## src/rtl/vga_sync.sv

```systemverilog
// vga_sync: 640x480 @ 60 Hz VGA timing generator running from the 100 MHz
// system clock. Produces the pixel enable, registered active-low sync pulses,
// the active-video flag, pixel coordinates and a once-per-frame tick.
module vga_sync #(
    parameter int H_DISPLAY = 640,
    parameter int H_FRONT   = 16,
    parameter int H_SYNC    = 96,
    parameter int H_BACK    = 48,
    parameter int V_DISPLAY = 480,
    parameter int V_FRONT   = 10,
    parameter int V_SYNC    = 2,
    parameter int V_BACK    = 33,
    parameter int CLK_DIV   = 4
) (
    input  logic       clk,
    input  logic       reset,
    output logic       p_tick,
    output logic       hsync,
    output logic       vsync,
    output logic       video_on,
    output logic [9:0] x,
    output logic [9:0] y,
    output logic       frame_tick
);

    localparam int H_TOTAL = H_DISPLAY + H_FRONT + H_SYNC + H_BACK;
    localparam int V_TOTAL = V_DISPLAY + V_FRONT + V_SYNC + V_BACK;
    localparam int DIV_W   = (CLK_DIV > 1) ? $clog2(CLK_DIV) : 1;

    // All coordinate constants are taken at 10 bits to match x and y.
    localparam logic [DIV_W-1:0] DIV_LAST  = DIV_W'(CLK_DIV - 1);
    localparam logic [9:0]       X_LAST    = 10'(H_TOTAL - 1);
    localparam logic [9:0]       Y_LAST    = 10'(V_TOTAL - 1);
    localparam logic [9:0]       HS_START  = 10'(H_DISPLAY + H_FRONT);
    localparam logic [9:0]       HS_END    = 10'(H_DISPLAY + H_FRONT + H_SYNC - 1);
    localparam logic [9:0]       VS_START  = 10'(V_DISPLAY + V_FRONT);
    localparam logic [9:0]       VS_END    = 10'(V_DISPLAY + V_FRONT + V_SYNC - 1);
    localparam logic [9:0]       H_VIS     = 10'(H_DISPLAY);
    localparam logic [9:0]       V_VIS     = 10'(V_DISPLAY);

    logic [DIV_W-1:0] div_q, div_d;
    logic [9:0]       x_q, x_d;
    logic [9:0]       y_q, y_d;
    logic             hsync_q, hsync_d;
    logic             vsync_q, vsync_d;
    logic             tick;
    logic             x_wrap;

    // Pixel enable is decoded straight from the divider register.
    assign tick   = (div_q == DIV_LAST);
    assign x_wrap = tick && (x_q == X_LAST);

    // Next-state logic: divider, raster counters and the syncs derived from
    // the next counter values so the syncs move on the same edge as x/y.
    always_comb begin
        div_d = (div_q == DIV_LAST) ? '0 : div_q + DIV_W'(1);
        x_d   = x_q;
        y_d   = y_q;
        if (tick) begin
            x_d = x_wrap ? 10'd0 : x_q + 10'd1;
        end
        if (x_wrap) begin
            y_d = (y_q == Y_LAST) ? 10'd0 : y_q + 10'd1;
        end
        hsync_d = !((x_d >= HS_START) && (x_d <= HS_END));
        vsync_d = !((y_d >= VS_START) && (y_d <= VS_END));
    end

    // State registers; reset acts immediately, even mid-line or mid-frame.
    always_ff @(posedge clk or posedge reset) begin
        if (reset) begin
            div_q   <= '0;
            x_q     <= 10'd0;
            y_q     <= 10'd0;
            hsync_q <= 1'b1;
            vsync_q <= 1'b1;
        end else begin
            div_q   <= div_d;
            x_q     <= x_d;
            y_q     <= y_d;
            hsync_q <= hsync_d;
            vsync_q <= vsync_d;
        end
    end

    assign p_tick     = tick;
    assign hsync      = hsync_q;
    assign vsync      = vsync_q;
    assign x          = x_q;
    assign y          = y_q;
    // Active video is purely combinational from the registered coordinates,
    // so it reads 1 at (0,0) while reset is held.
    assign video_on   = (x_q < H_VIS) && (y_q < V_VIS);
    // Last pixel of the frame, qualified by the pixel enable.
    assign frame_tick = x_wrap && (y_q == Y_LAST);

endmodule
```

## config.mk

```make
export PLATFORM = sky130hd
export DESIGN_NAME = vga_sync
export DESIGN_NICKNAME = d
export VERILOG_FILES = /design/src/rtl/vga_sync.sv
export SDC_FILE = /design/constraint.sdc
export NUM_CORES = 1
export LEC_CHECK = 0
export CAP_MARGIN = 10
export CORE_MARGIN = 2
export CORE_UTILIZATION = 46
export DETAILED_ROUTE_END_ITERATION = 16
export PLACE_DENSITY = 0.78
export SLEW_MARGIN = 20
export SYNTH_ARGS = -nofsm -noshare
export SYNTH_HDL_FRONTEND = slang
export SYNTH_SLANG_ARGS = --single-unit
```

## constraint.sdc

```tcl
create_clock -name clk -period 2 [get_ports clk]
set_clock_uncertainty 0.05 [all_clocks]
set_input_delay 0.4 -clock clk [delete_from_list [all_inputs] [get_ports clk]]
set_output_delay 0.4 -clock clk [all_outputs]
set_load 0.01 [all_outputs]
```

==> flow_summary.ini <==
[run_status]
status = finished, violations left
violations = negative setup slack

[route]
wl_per_cell_um = 14.8
drt-met1-wl_um = 1450
routed_via_density = 5.42
drc_errors = 0
ant_nets = 0
vias = 1257
dr.first_iter.drc_count = 21
dr_wl_met3_um = 140
drtPass1Iterations = 4
drt-total-wl_um = 3430
wl_met2_um = 1810
top_layer_used = met4

[worst_setup_path]
critPathMaxFanout = 3
worst_setup_path_start_kind = flip-flop
path_buf_inv = 1
path_class = flip-flop to output pin
cp.required_ns = 1.55
path_cells = or3b_4, or4_4, nor3_4, buf_2
cpPeakStageDelay_ns = 0.45
cpMaxStageDelayCell = or4_4
critPathArrivalTime_ns = 1.88
crit_family = simple AND/OR/NAND/NOR gates
cp-end-kind = output pin

[placed_design]
dp_hpwl_um = 2600
portBuffers = 26
gp_congestion = 0.783

[timing]
rsz0062_at_grt = yes
worst_pin_slew_ns = 0.365
post-route-period-util_pct = 116
final_hold_viol_count = 0
setup_viol = 1
worst_slack_ns = -0.329
relSlewSlack_pct = 75.7
finalSetupTns_ns = -0.329
clock.fmax_mhz = 429
slew_violations = 0
min_period_ns = 2.33

[pwr]
p_clk_share_pct = 33.9
p_sw_share_pct = 20.5
power.share.combinational_pct = 1.7
p_sw_uw = 155
vdd_drop_max_v = 0.000204
pwr-share-seq_pct = 64.3
p_leak_nw = 0.868
p_int_uw = 600
p_per_area_mw_per_mm2 = 386

[floorplanning]
start_util_pct = 47.1
die_w_um = 59.2
die_area_mm2 = 0.00350
coreArea_mm2 = 0.00298
rows = 20
die_h_um = 59.2
boundaryPins = 27

[logic_synthesis]
synth_edf_count = 0
synth-seq-cells = 24
yosys_warnings = 0
synth_cell_types = 44
avgSynthCellArea_um2 = 9.73
synth-seq-area-share_pct = 43.0
synth.top_cells.by_area = dfrtp_1 (39%), xnor2_1 (4.4%), dfstp_2 (3.8%), nand2_1 (3.8%), ha_1 (3.6%)
yosys.area.top_type = dfrtp_1
synthArstFlopShare_pct = 100
synth_top_flop_cell = dfrtp_1
syn_inst = 144
syn-cell-area_mm2 = 0.00140
yosysTopAreaCellShare_pct = 39.3
syn_nets = 150

[finish]
seq_area_um2 = 604
multi_input_area_um2 = 744
post-route-util_pct = 65.7
n_fill_cell = 263
area_delta_synth_final_pct = 39.6
layout-drive-gt1-share_pct = 28.1
antenna_cells = 0
nets = 206

[clock_tree]
cts_tree = built
hold_buffers = 0
cts_buffer_depth = 2
clkTransAtPathRegs_ns = 0.14
cts.sinks = 24
cts-root-buf = clkbuf_4
insertion_delay_ns = 0.31
cts_inserted_buffers = 3
cts_htree_levels = 1

[global_routing]
overflow = 0
grt_pass1_wl_um = 5800
grt_max_degree = 25
grt_pass1_vias = 1284
antenna_found_initial = 0
grt_usage_pct = 21.6

[flow_run]
cap_violations = 0

[worst_hold_path]
hold_class = primary input to asynchronous set/reset pin
[timing repair]
| item | 4_1_cts | 5_1_grt |
|---|---|---|
| buffers inserted | 1 | 2 |
| pin swaps | 2 | 3 |
| setup endpoints to repair | 6 | 10 |
| gates resized for setup | 8 | 5 |
[power groups by stage]
stage	clock (mW)	sequential, mW	combinational, mW
floorplan	0	0.494	0.00719
global placement	0	0.494	0.0130
detailed placement	0	0.494	0.0136
CTS	0.266	0.486	0.0136
global route	0.294	0.486	0.0147
finish	0.256	0.485	0.0130
[synth_stat cells (2+ instances only)]
cell type   n
dfrtp_1    22
nand2_1    14
inv_1       9
nor2_1      9
nand3_1     8
xnor2_1     7
nand4_1     6
o21ai_1     5
buf_2       4
ha_1        4
o21ai_0     4
xor2_1      4
a21oi_1     3
clkbuf_1    3
or3_1       3
a211oi_1    2
a31oi_1     2
and2_1      2
and4_1      2
dfstp_2     2
nand2b_1    2
nand4b_1    2
nor3_1      2
nor3_4      2
nor4_1      2
[layout make-up]
class	instances	area share, %
Clock buffer	4	1.85
Sequential cell	24	30.9
Inverter	9	1.73
Multi-Input combinational cell	103	38.0
Tap cell	33	2.11
Timing Repair Buffer	59	25.4
[cell usage in the layout (no fill, tap or decap), types with 6 or more instances in the layout]
cell,count
xnor2_1,7
nand2_1,13
o21ai_1,6
buf_4,33
nor2_1,9
nand3_1,8
inv_1,9
nand4_1,6
dfrtp_1,21
clkdlybuf4s50_1,23
[flip-flops by register name (all words and copies together), names as in the netlist]
signal  count
div_q       2
hsync       1
vsync       1
x          10
y          10
[metal layers]
layer	vias to the layer above	global-route usage (%)
met5	-	0
met4	0	6.17
met3	4	2.18
met2	34	37.7
met1	592	28.4
li1	627	-
[cell families after synthesis]
kind of cell | Yosys count | share of synthesized area, %
compound gates | 24 | 11.2
xor+xnor | 12 | 8.04
fa+ha+maj | 4 | 3.57
buf+inv | 17 | 5.45
flops | 24 | 43.0
mux | 1 | 0.804
simple gates | 62 | 27.9
[worst reg2reg max path, cell delays in order (launching register included)]
cell	delay, ns
dfrtp_1	0.40
or3b_4	0.40
buf_4	0.15
or3_4	0.37
nor3_4	0.17
nand4_1	0.14
xnor2_1	0.15
[final timing paths]
kind / start / endpoint / slack (ns) / depth (start not counted)
hold reg to reg: div_q[0]$_DFF_PP0_ / div_q[0]$_DFF_PP0_ / 0.39 / 1
setup reg to reg: x[6]$_DFF_PP0_ / y[8]$_DFF_PP0_ / 0.06 / 6
min in group clk: div_q[0]$_DFF_PP0_ / div_q[0]$_DFF_PP0_ / 0.39 / 1
max in group asynchronous: reset / vsync$_DFF_PP1_ / 1.25 / 3
hold / removal: reset / x[3]$_DFF_PP0_ / 0.37 / 3
setup / recovery: x[6]$_DFF_PP0_ / frame_tick / -0.33 / 4
[stage by stage]
| step | hold WS, ns | instance area [µm²] | power (mW) | instances | worst slack (ns) |
|---|---|---|---|---|---|
| 2_1_floorplan | 0.357 | 1410 | 0.502 | 144 | -0.0239 |
| 5_1_grt | 0.359 | 1960 | 0.794 | 232 | -0.395 |
| 3_3_place_gp | 0.369 | 1890 | 0.507 | 225 | -0.422 |
| 3_5_place_dp | 0.377 | 1890 | 0.508 | 225 | -0.464 |
| 4_1_cts | 0.359 | 1930 | 0.766 | 230 | -0.397 |
| 6_report | 0.365 | 1960 | 0.754 | 232 | -0.329 |
(Power assumes the default switching activity.)
